<file path="config.mk">
export PLATFORM = sky130hd
export DESIGN_NAME = reset_sequencer
export DESIGN_NICKNAME = d
export VERILOG_FILES = /design/src/rtl/reset_sequencer.sv
export SDC_FILE = /design/constraint.sdc
export NUM_CORES = 1
export LEC_CHECK = 0
export BUFFER_PORTS_ARGS = -buffer_cell sky130_fd_sc_hd__buf_2
export CAP_MARGIN = 20
export CORE_MARGIN = 2
export CORE_UTILIZATION = 58
export DETAILED_ROUTE_END_ITERATION = 16
export PLACE_DENSITY = 0.89
export SLEW_MARGIN = 20
export SYNTH_ARGS = -nofsm -noshare
export SYNTH_HDL_FRONTEND = slang
export SYNTH_SLANG_ARGS = --single-unit
</file>
<file path="constraint.sdc">
create_clock -name clk -period 2.4 [get_ports clk]
set_clock_uncertainty 0.05 [all_clocks]
set_input_delay 0.12 -clock clk [delete_from_list [all_inputs] [get_ports clk]]
set_output_delay 0.12 -clock clk [all_outputs]
set_load 0.03 [all_outputs]
</file>
<file path="src/rtl/reset_sequencer.sv">
// reset_sequencer: holds NUM_OUT resets, waits for lock, releases them one by one; RESET_SEQ_LOCK_TIMEOUT_EN adds a sticky lock timeout flag
module reset_sequencer #(
  parameter int NUM_OUT      = 4,
  parameter int HOLD_CYCLES  = 16,
  parameter int STAGE_DELAY  = 8,
  parameter int LOCK_TIMEOUT = 1024
) (
  input  logic               clk,
  input  logic               reset,
  input  logic               soft_reset_req,
  input  logic               locked,
  output logic [NUM_OUT-1:0] rst_out,
  output logic               seq_done,
  output logic               busy,
  output logic               lock_timeout
);
  localparam int MAX_HS  = HOLD_CYCLES > STAGE_DELAY ? HOLD_CYCLES : STAGE_DELAY;
  localparam int MAX_ALL = MAX_HS > LOCK_TIMEOUT ? MAX_HS : LOCK_TIMEOUT;
  localparam int CW      = $clog2(MAX_ALL) + 1;
  localparam int IW      = NUM_OUT > 1 ? $clog2(NUM_OUT) : 1;
  typedef enum logic [1:0] {S_ASSERT, S_WAIT_LOCK, S_RELEASE, S_DONE} state_t;
  state_t             state_q, state_d;
  logic [CW-1:0]      cnt_q, cnt_d;
  logic [IW-1:0]      idx_q, idx_d;
  logic [NUM_OUT-1:0] rst_out_q, rst_out_d;
  logic               seq_done_q, seq_done_d;
  logic               busy_q, busy_d;
  logic               restart, step;
  // state, counters and registered outputs
  always_ff @(posedge clk) begin
    if (reset) begin
      state_q    <= S_ASSERT;
      cnt_q      <= '0;
      idx_q      <= '0;
      rst_out_q  <= '1;
      seq_done_q <= 1'b0;
      busy_q     <= 1'b1;
    end else begin
      state_q    <= state_d;
      cnt_q      <= cnt_d;
      idx_q      <= idx_d;
      rst_out_q  <= rst_out_d;
      seq_done_q <= seq_done_d;
      busy_q     <= busy_d;
    end
  end
  // next state: soft request beats lock loss beats normal progress
  always_comb begin
    state_d = state_q;
    cnt_d   = cnt_q;
    idx_d   = idx_q;
    step    = 1'b0;
    restart = soft_reset_req || (!locked && (state_q == S_RELEASE || state_q == S_DONE));
    if (restart) begin
      state_d = S_ASSERT;
      cnt_d   = '0;
      idx_d   = '0;
    end else begin
      unique case (state_q)
        S_ASSERT: begin
          state_d = cnt_q == CW'(HOLD_CYCLES - 1) ? S_WAIT_LOCK : S_ASSERT;
          cnt_d   = cnt_q == CW'(HOLD_CYCLES - 1) ? '0 : cnt_q + CW'(1);
        end
        S_WAIT_LOCK: begin
          state_d = locked ? S_RELEASE : S_WAIT_LOCK;
          idx_d   = locked ? '0 : idx_q;
`ifdef RESET_SEQ_LOCK_TIMEOUT_EN
          cnt_d   = locked ? '0 : cnt_q == CW'(LOCK_TIMEOUT - 1) ? cnt_q : cnt_q + CW'(1);
`else
          cnt_d   = locked ? '0 : &cnt_q ? cnt_q : cnt_q + CW'(1);
`endif
        end
        S_RELEASE: begin
          step    = cnt_q == CW'(STAGE_DELAY - 1);
          cnt_d   = step ? '0 : cnt_q + CW'(1);
          idx_d   = step ? idx_q + IW'(1) : idx_q;
          state_d = step && idx_q == IW'(NUM_OUT - 1) ? S_DONE : S_RELEASE;
        end
        default: state_d = S_DONE;
      endcase
    end
  end
  // outputs follow the next state; released bits are only ever re-set all together
  always_comb begin
    rst_out_d  = (state_d == S_ASSERT || state_d == S_WAIT_LOCK) ? '1 :
                 step ? rst_out_q & ~(NUM_OUT'(1) << idx_q) : rst_out_q;
    seq_done_d = state_d == S_DONE;
    busy_d     = state_d != S_DONE;
  end
  assign rst_out  = rst_out_q;
  assign seq_done = seq_done_q;
  assign busy     = busy_q;
`ifdef RESET_SEQ_LOCK_TIMEOUT_EN
  logic lock_timeout_q, lock_timeout_d;
  // sticky timeout flag, cleared only by reset or soft request
  always_comb begin
    lock_timeout_d = soft_reset_req ? 1'b0 :
                     (state_q == S_WAIT_LOCK && !locked && cnt_q == CW'(LOCK_TIMEOUT - 1)) ? 1'b1 :
                     lock_timeout_q;
  end
  // timeout flag register
  always_ff @(posedge clk) begin
    if (reset) lock_timeout_q <= 1'b0;
    else lock_timeout_q <= lock_timeout_d;
  end
  assign lock_timeout = lock_timeout_q;
`else
  assign lock_timeout = 1'b0;
`endif
endmodule

</file>
==> qor.yml <==
syn_area_um2: 1256
cts_root_buf: "clkbuf_4"
yosysTopAreaCell: "dfxtp_1"
syn_area_per_cell_um2: 7.901
synth_fp_nets: 172
synth_edf_count: 0
rr_worst_depth: 6
die_w_um: 50.54
n_fill_cell: 164
cts_buffers: 3
startpoint_type: "register"
seq_area_frac_synth: 0.3347
synth_area_leaders: "dfxtp_1, ha_1, nand2_1"
r2r_start: "cnt_q[0]"
vias_per_cell: 5.964
clockBufferDepth: 2
rows: 16
post_cts_resized: 0
pwr-share-comb: 0.033
ys_warn_count: 0
final_common_cell: "dfxtp_1"
cts.reportedPaths.clkPinSlew_ns: 0.11
holdBufCountCts: 0
postCtsSetupRepairBufs: 0
rsz0062_at_grt: "no"
fin_area_um2: 1319
whs_ns: 0.2399
cts.sinks: 21
setup_viol: 0
ant_nets: 0
routed_wirelength_um: 2639
holdPathEnd: "cnt_q[4]"
hold_depth: 5
yosysTopAreaCellShare: 0.3347
switching_power_w: 0.0001199
hold_path_startpoint: "reset"
pwr-share-clk: 0.318
initial_core_util: 0.6275
r2r_slack_ns: 0.33
antennaDiodeCount: 0
portBuffers: 9
gr-total-overflow: 0
cts_tree: "done"
cp.arrival_ns: 2.23
htreeDepth: 1
drv_slew: 0
timing.rr.end: "cnt_q[2]"
die_area_um2: 2554
antenna_found_initial: 0
worstSetupPathType: "reg -> reg"
layout_common_cells: "dfxtp_1, nor2_1, nand2_1, nand3_1, a21oi_1"
drive_above_1_share: 0.1333
max-cap-violations: 0
fin_tns_setup_ns: 0
grt_max_degree: 14
globalplace.congestion: 0.8405
sw_frac_of_total: 0.2215
worstPathRequired_ns: 2.56
layout_setup_ws_ns: 0.3322
grt_pass1_vias: 1021
ir_drop_mv: 0.3183
p_per_area_nw_per_um2: 410.4
finalHoldViolCount: 0
placed_cell_area_um2: 1292
synth.distinct_cells: 43
endpoint_kind: "register"
ios: 11
p_seq_frac: 0.649
synth_seq_cells: 21
grt_pass1_wl_um: 4298
drt-initial-drc-count: 37
status: "complete, no violations"
finalCriticalPeriod_ns: 2.068
synth_cells: 159
synthArstFlopShare: 0
p_leak_nw: 0.4882
clock.fmax_ghz: 0.4836
preCtsSetupSlack_ns: 0.3810
slew_headroom: 0.5767
num_vias: 1145
fin_util: 0.6588
wl_per_cell_um: 13.74
critPathMaxFanout: 7
yosys_most_used_dff: "dfxtp_1"
min_period_over_period: 0.8616
grtUsageTotal: 0.2202
hpwl_um: 1942
core_um2: 2002
dr.pass1.iters: 4
route.detailed.drc: 0
worst_pin_slew_ns: 0.6267
hp-class: "in -> reg"
nNetsFinal: 179
die_h_um: 50.54
area_growth_syn_to_layout_pct: 4.980
clock_latency_ns: 0.31
internal_power_w: 0.0004214
[state kept, by name, indices dropped and copies added, names as in the netlist]
register / cells
cnt_q: 11
rst_out: 4
idx_q: 2
state_q: 2
busy: 1
seq_done: 1
[worst max-delay path, cell delays in order, from the launching register on]
cell     delay, ns
dfxtp_1       0.38
ha_1          0.27
nand3_1       0.19
nor3_2        0.37
a41oi_1       0.37
a31oi_1       0.27
nor3_1        0.06
[logic make-up (layout without fill, tap and decap cells)]
group	Yosys count	in the layout	synth area share
multiplexers	1	1	0.007968
AND/OR/NAND/NOR	76	76	0.3177
buffers and inverters	18	24	0.07271
flip-flops	21	21	0.3347
adder cells (fa/ha/maj)	9	9	0.08964
AO/OA/AOI/OAI	33	33	0.1743
other	1	1	0.002985
[worst max-delay path by stage]
stage | start | end | slack [ns]
global placement | cnt_q[0] | cnt_q[2] | 0.49
finish | cnt_q[0] | cnt_q[2] | 0.33
global route | state_q[1] | cnt_q[5] | 0.17
CTS | state_q[1] | cnt_q[5] | 0.35
floorplan | cnt_q[0] | cnt_q[2] | 0.65
detailed placement | cnt_q[0] | cnt_q[2] | 0.38
[cell usage after synthesis, types with 2 or more instances]
cell and instances:
nand3_1 12, nand3b_1 3, and2_1 2, nor3_1 2, nor2_1 19, inv_1 8
a31oi_1 7, o21ai_1 2, clkbuf_1 2, o21ai_0 4, nand4_1 5, nand2b_1 2
buf_2 4, buf_6 2, and3_1 2, nand2_1 19, dfxtp_1 21, ha_1 9
a21oi_1 10
[cell type report]
| cell class | instances | area (um2) | share of cell area |
|---|---|---|---|
| Clock buffer | 4 | 26.28 | 0.01992 |
| Inverter | 9 | 33.78 | 0.02562 |
| Multi-Input combinational cell | 120 | 744.5 | 0.5645 |
| Sequential cell | 21 | 420.4 | 0.3188 |
| Tap cell | 27 | 33.78 | 0.02562 |
| Timing Repair Buffer | 11 | 60.06 | 0.04554 |
[power by group through the flow]
stage	clock network (W)	logic, W	registers, W
after floorplan	0	0.0000119	0.000359
after global routing	0.000193	0.0000190	0.000352
after CTS	0.000174	0.0000174	0.000352
after global placement	0	0.0000167	0.000359
after detailed placement	0	0.0000174	0.000359
final	0.000172	0.0000177	0.000352
[metrics by stage]
stage / instances / power, W
2_1_floorplan: 159 / 0.0003708
3_3_place_gp: 188 / 0.0003759
3_5_place_dp: 188 / 0.0003769
4_1_cts: 192 / 0.0005435
5_1_grt: 192 / 0.0005637
6_report: 192 / 0.0005413
[layer usage]
metal / part of all wire / GRT usage
met1: 0.45 / 0.2779
met5: 0 / 0
met2: 0.47 / 0.3816
met3: 0.051 / 0.03274
met4: 0.022 / 0.07658
No activity file was read; power rests on OpenSTA's default activity.
